--- src/rtl/ifetch_unit.sv ---
// Instruction fetch stage: single-outstanding imem requests feeding the IF/ID register,
// with a one-entry skid buffer for stalls and a drain state for redirects during a pending fetch.
module ifetch_unit #(
   parameter logic [31:0] RESET_PC = 32'h0000_0000
) (
   input  logic        clk,
   input  logic        rst_n,
   input  logic        stall_i,
   input  logic        redirect_i,
   input  logic [31:0] redirect_pc_i,
   output logic        imem_req_o,
   output logic [31:0] imem_addr_o,
   input  logic        imem_ack_i,
   input  logic [31:0] imem_rdata_i,
   output logic        id_valid_o,
   output logic [31:0] id_instr_o,
   output logic [31:0] id_pc_o
);

   localparam int unsigned XLEN = 32;

   localparam logic [1:0] S_RUN   = 2'd0;
   localparam logic [1:0] S_DRAIN = 2'd1;
   localparam logic [1:0] S_FULL  = 2'd2;

   logic [1:0]      state, state_n;
   logic [XLEN-1:0] pc, pc_n;
   logic [XLEN-1:0] pending, pending_n;
   logic [XLEN-1:0] buf_instr, buf_instr_n;
   logic [XLEN-1:0] buf_pc, buf_pc_n;
   logic            req, req_n;
   logic            valid, valid_n;
   logic [XLEN-1:0] instr, instr_n;
   logic [XLEN-1:0] dpc, dpc_n;

   logic            ack;
   logic [XLEN-1:0] target;
   logic [XLEN-1:0] pc_inc;
   logic            unused_target_bits;

   // An ack only counts while a request is actually on the bus.
   assign ack                = imem_ack_i & req;
   assign target             = {redirect_pc_i[XLEN-1:2], 2'b00};
   assign pc_inc             = pc + XLEN'(4);
   assign unused_target_bits = ^redirect_pc_i[1:0];

   always_comb begin
      state_n     = state;
      pc_n        = pc;
      pending_n   = pending;
      buf_instr_n = buf_instr;
      buf_pc_n    = buf_pc;
      valid_n     = valid;
      instr_n     = instr;
      dpc_n       = dpc;
      case (state)
         S_RUN: begin
            if (redirect_i) begin
               valid_n = 1'b0;
               if (ack || !req) begin
                  pc_n = target;
               end else begin
                  pending_n = target;
                  state_n   = S_DRAIN;
               end
            end else if (ack) begin
               pc_n = pc_inc;
               if (!stall_i) begin
                  valid_n = 1'b1;
                  instr_n = imem_rdata_i;
                  dpc_n   = pc;
               end else begin
                  buf_instr_n = imem_rdata_i;
                  buf_pc_n    = pc;
                  state_n     = S_FULL;
               end
            end else if (!stall_i) begin
               valid_n = 1'b0;
            end
         end
         S_DRAIN: begin
            // Stale response is dropped; the newest redirect target wins.
            valid_n = 1'b0;
            if (redirect_i) pending_n = target;
            if (ack) begin
               pc_n    = redirect_i ? target : pending;
               state_n = S_RUN;
            end
         end
         S_FULL: begin
            if (redirect_i) begin
               valid_n = 1'b0;
               pc_n    = target;
               state_n = S_RUN;
            end else if (!stall_i) begin
               valid_n = 1'b1;
               instr_n = buf_instr;
               dpc_n   = buf_pc;
               state_n = S_RUN;
            end
         end
         default: begin
            state_n = S_RUN;
            valid_n = 1'b0;
         end
      endcase
      req_n = (state_n != S_FULL);
   end

   always_ff @(posedge clk or negedge rst_n) begin
      if (!rst_n) begin
         state     <= S_RUN;
         pc        <= RESET_PC;
         pending   <= '0;
         buf_instr <= '0;
         buf_pc    <= '0;
         req       <= 1'b0;
         valid     <= 1'b0;
         instr     <= '0;
         dpc       <= '0;
      end else begin
         state     <= state_n;
         pc        <= pc_n;
         pending   <= pending_n;
         buf_instr <= buf_instr_n;
         buf_pc    <= buf_pc_n;
         req       <= req_n;
         valid     <= valid_n;
         instr     <= instr_n;
         dpc       <= dpc_n;
      end
   end

   assign imem_req_o  = req;
   assign imem_addr_o = pc;
   assign id_valid_o  = valid;
   assign id_instr_o  = instr;
   assign id_pc_o     = dpc;

endmodule

--- config.mk ---
export PLATFORM = sky130hd
export DESIGN_NAME = ifetch_unit
export DESIGN_NICKNAME = d
export VERILOG_FILES = /design/src/rtl/ifetch_unit.sv
export SDC_FILE = /design/constraint.sdc
export NUM_CORES = 1
export LEC_CHECK = 0
export ABC_CLOCK_PERIOD_IN_PS = 2070
export CORE_MARGIN = 5
export CORE_UTILIZATION = 48
export CTS_CLUSTER_SIZE = 25
export DETAILED_ROUTE_END_ITERATION = 10
export PLACE_DENSITY = 0.77
export SLEW_MARGIN = 20
export SYNTH_ARGS = -nofsm -noshare
export SYNTH_HDL_FRONTEND = slang
export SYNTH_SLANG_ARGS = --single-unit
--- constraint.sdc ---
create_clock -name clk -period 2.07 [get_ports clk]
set_input_delay 0.414 -clock clk [delete_from_list [all_inputs] [get_ports clk]]
set_output_delay 0.414 -clock clk [all_outputs]
set_load 0.05 [all_outputs]
Word-level counts from Yosys, hierarchy flattened
Index checks and enable logic that the tools add are counted.
{"block": "totals", "regBits": 196, "in_bits": 69, "output_inout_bits": 98, "elab_cells": 73}
{"block": "classes", "addsub": 1, "eq_ne": 15, "muxes": 36, "bitwise": 2, "reduce_logical": 10}
{"op": "2-to-1 mux 32 bit", "count": 18}
{"op": "case mux 32 bit (2 select lines)", "count": 3}
{"op": "case mux 32 bit (3 select lines)", "count": 1}
{"op": "adder 32 x 3 -> 32 bit (second input constant)", "count": 1}
{"op": "inequality test 2 bit (second input constant)", "count": 10}
{"op": "2-to-1 mux 2 bit", "count": 7}
{"op": "inequality test 3 bit (second input constant)", "count": 2}
{"op": "case mux 2 bit (3 select lines)", "count": 1}
{"op": "AND reduction 6 bit", "count": 1}
{"op": "2-to-1 mux 1 bit", "count": 5}
{"op": "AND reduction 5 bit", "count": 1}
{"op": "inequality test 4 bit (second input constant)", "count": 1}
{"op": "AND reduction 4 bit", "count": 1}
{"op": "nonzero test 2 bit", "count": 2}
{"op": "AND reduction 3 bit", "count": 1}
{"op": "nonzero test 3 bit", "count": 1}
{"op": "equality test 2 x 1 -> 1 bit (second input constant)", "count": 1}
{"op": "equality test 2 bit (second input constant)", "count": 1}
{"op": "logical NOT 2 bit", "count": 1}
{"op": "case mux 1 bit (2 select lines)", "count": 1}
{"op": "bitwise AND 1 bit", "count": 1}
{"op": "logical NOT 1 bit", "count": 1}
{"op": "logical OR 1 bit", "count": 1}
{"op": "inverter 1 bit", "count": 1}

Logic depth before layout (Yosys ltp)
{"block": "depth", "ltp_word": 6, "mapped_depth": 11, "mapped_depth_nobuf": 7}

Least setup slack after synthesis
No wires, ideal clock.
{"block": "synth_path", "path_type": "reg2reg", "start": "register pc[2] (netlist: imem_addr_o[2])", "end": "register pc[20] (netlist: imem_addr_o[20])", "setup_ns": 0.137, "arrival_ns": 2.242, "t_required_ns": 1.933, "path_slack_ns": -0.309, "path_stages_with_launch": 8, "path_buffers": 1, "synth_period_minus_slack_ns": 2.379, "cell_sequence": "dfrtp_1 -> ha_1 -> nand4_2 -> nor4_2 -> buf_4 -> a31oi_1 -> a2111oi_0 -> nor3_1"}
{"block": "synth_between", "elab_chain_cells": 4}
{"item": "from (decl)", "line_no": "27", "rtl": "logic [XLEN-1:0] pc, pc_n;"}
{"item": "from (signal assigned)", "line_no": "123", "rtl": "pc <= pc_n;"}
{"item": "adder 32 x 3 -> 32 bit", "line_no": "44", "rtl": "assign pc_inc = pc + XLEN'(4);"}
{"item": "2-to-1 mux 32 bit", "line_no": "66", "rtl": "end else if (ack) begin"}
{"item": "2-to-1 mux 32 bit", "line_no": "58", "rtl": "if (redirect_i) begin"}
{"item": "case mux 32 bit (3 select lines)", "line_no": "56", "rtl": "case (state)"}
Every way passes these cells. The select of a mux whose other input is x is not followed.
A chain may end at the register's enable or synchronous reset.

Worst setup path in the final report
{"block": "layout_path", "start": "input redirect_i", "end": "register pc[16] (netlist: imem_addr_o[16])"}
{"block": "layout_between", "elab_chain_cells": 3, "word_cells_on_any_way": 8, "classes_between": "eq/ne (3); mux (4); reduce/logical (1)"}
{"item": "from (decl)", "line_no": "9", "rtl": "input logic redirect_i,"}
{"item": "2-to-1 mux 32 bit"}
{"item": "2-to-1 mux 32 bit", "line_no": "85", "rtl": "if (ack) begin"}
{"item": "case mux 32 bit (3 select lines)", "line_no": "56"}
Several ways; a longest one is shown, not always the timed one. The select of a mux whose other input is x is not followed.

==> metrics.yaml <==
syn_area_per_cell_um2: 10.8
yosysTopAreaCell: "dfrtp_1"
dp_cells: 1317
yosysTopAreaCellShare: 0.522
post-place-ws_ps: -328
powerDensity_nw_per_um2: 1770
yosys_register_bits: 196
first_pass_iters: 6
grt_pass1_wl_um: 39400
drt_wl_total_um: 24700
die_w_um: 150
port_buffers: 164
crit_type: "in2reg"
clock_sinks: 196
slew_headroom: 0.628
wire_per_inst_um: 18.2
synth_top_family_by_area: "multiplexers"
cts_max_level: 4
design_area_um2: 12700
numCtsBuffers: 17
grt-ovfl-total: 0
io_pins: 167
fin_util: 0.655
synthArstFlopShare: 1.00
track_usage: 0.220
cp_max_fo: 11
clk_latency_ps: 420
worst_slack_ps: 24.4
ir_drop_uv: 969
required_ps: 2370
yosys_most_used_dff: "dfrtp_1"
finClkSkew_ps: 9.04
p_leak_nw: 5.48
drv_slew: 0
die_y_um: 150
tns_ps: 0
dpl-instance-area_um2: 11900
tightest_slew_ps: 556
antenna_found_initial: 0
hold_violations: 0
die_area_um2: 22500
synth_edf_count: 0
endpoint_kind: "register"
multi_input_area_um2: 4300
rsz0062_at_grt: "yes"
ys_top_cells_by_area: "dfrtp_1 52%, mux2_2 11%, mux2i_1 6.9%, o21ai_0 5.5%, nand2_1 4.0%"
synth_fa_ha_area_frac: 0.00666
num-nets-final: 1150
clk_pin_slew_ps: 70
synthCells: 868
cts_tree: "done"
core_area_um2: 19300
syn2layout_area_growth_pct: 34.8
start_util: 0.486
fin_crit_sh: 0.988
hold_path.class: "reg2reg"
power_mw: 22.5
drv_cap: 0
seqCellArea_um2: 4930
min_period_ps: 2050
grt_max_degree: 70
syn_nets: 942
rows: 51
yosysWarnings: 0
synth-compound-area-share: 0.149
drive_gt1_frac: 0.275
clockBufferDepth: 2
dr_total_vias: 7585
synth-simple-area-share: 0.106
layout_commonest_cell: "dfrtp_1"
synthMuxAreaShare: 0.182
dpl.hpwl_um: 17400
cts_root_buf: "clkbuf_16"
clock.fmax_ghz: 0.489
cp-start-kind: "input pin"
status: "finished clean"
drtIter0Drc: 535
fillers: 1528
synth_cell_type_count: 57
ant_nets: 0
yosysSeqAreaShare: 0.522
viasPerCell: 5.61
grt_pass1_vias: 7684
fin_cells: 1353
drc: 0
synth_area_um2: 9390
setup_violations: 0
cp_data_arrival_time_ps: 2340
holdWs_ps: 479
final_cell_mix: "178 x dfrtp_1, 118 x clkdlybuf4s50_1, 104 x buf_4, 103 x o21ai_0, 99 x nand2_1"
n_antenna_cell: 0
synthXorXnorAreaFrac: 0
place.gp.congestion: 0.856
==> what timing repair did <==
action | CTS | global route
pin swaps | 0 | 2
setup buffers | 0 | 4
endpoints found under the setup margin | 30 | 34
endpoints found under the hold margin | 47 | 0
gates resized for setup | 12 | 26
hold buffers | 1 | 0
==> layer usage <==
| layer | GRT usage | part of all wire | wire (um) | vias to the layer above |
|---|---|---|---|---|
| li1 | - | - | - | 3574 |
| met1 | 0.300 | 0.45 | 11000 | 3737 |
| met2 | 0.359 | 0.49 | 12000 | 241 |
| met3 | 0.0415 | 0.054 | 1320 | 33 |
| met4 | 0.0659 | 0.015 | 374 | 0 |
| met5 | 0 | 0 | 0 | - |
==> Yosys cell counts, types with 2 or more instances <==
cell	instances
nand4_1	11
o22a_1	4
a221o_1	4
or3_1	2
dfrtp_1	196
nor2b_1	7
a221oi_1	9
a22oi_1	13
a22o_1	10
o2bb2ai_1	2
o22ai_1	2
mux2_2	94
nand4_2	3
nand3_1	12
nand2_1	100
a31oi_1	7
and2_1	4
a222oi_1	6
clkbuf_1	36
o21ai_0	103
buf_2	26
nor2_1	22
ha_1	5
or2_2	2
inv_1	8
a21o_1	6
buf_1	3
nand2b_1	10
and4_1	2
nor3_1	14
mux2i_1	65
nor4_1	2
and3_1	3
a21oi_1	50
a2111oi_0	2
a31o_2	2
==> final timing paths <==
path                       depth (start not counted)              end     startpoint  slack, ps
min in group asynchronous                          2   id_instr_o[23]          rst_n        520
max in group asynchronous                          3   imem_addr_o[9]          rst_n        920
max                                                6  imem_addr_o[16]     redirect_i         20
min reg2reg                                        2    id_instr_o[3]  id_instr_o[3]        480
min                                                2    id_instr_o[3]  id_instr_o[3]        480
max reg2reg                                        9  imem_addr_o[11]       state[0]         50
==> flip-flops by register name, summed over array words and instances, names as in the netlist <==
signal,cells
imem_req_o,1
id_pc_o,32
buf_pc,32
imem_addr_o,32
pending,32
id_valid_o,1
state,2
id_instr_o,32
buf_instr,32
==> final cells by class <==
type | count | share of cell area
multi-input combinational | 597 | 0.339
clock buffer | 21 | 0.0379
clock inverter | 10 | 0.0117
inverter | 8 | 0.00237
tap | 265 | 0.0262
timing repair buffer | 256 | 0.193
sequential | 196 | 0.389
==> worst max-delay path: stages <==
cell and delay (ps):
clkdlybuf4s50_1 580, buf_4 230, mux2_2 350, a221oi_1 350, nor2_1 90, a221o_1 340
==> report_power, final <==
part / leakage (nW) / switching [mW] / total (mW) / internal, mW
Sequential: 2.41 / 1.18 / 6.81 / 5.63
Combinational: 2.77 / 7.14 / 12.2 / 5.03
Clock: 0.303 / 1.43 / 3.47 / 2.04
==> kinds of logic (layout without fill, tap and decap cells) <==
group | Yosys count | count (layout)
buffers and inverters | 75 | 295
DFF | 196 | 196
and+or+nand+nor | 204 | 204
muxes | 159 | 159
AOI/OAI and AO/OA | 229 | 229
adders and majority gates | 5 | 5
No activity file was read; power rests on OpenSTA's default activity.
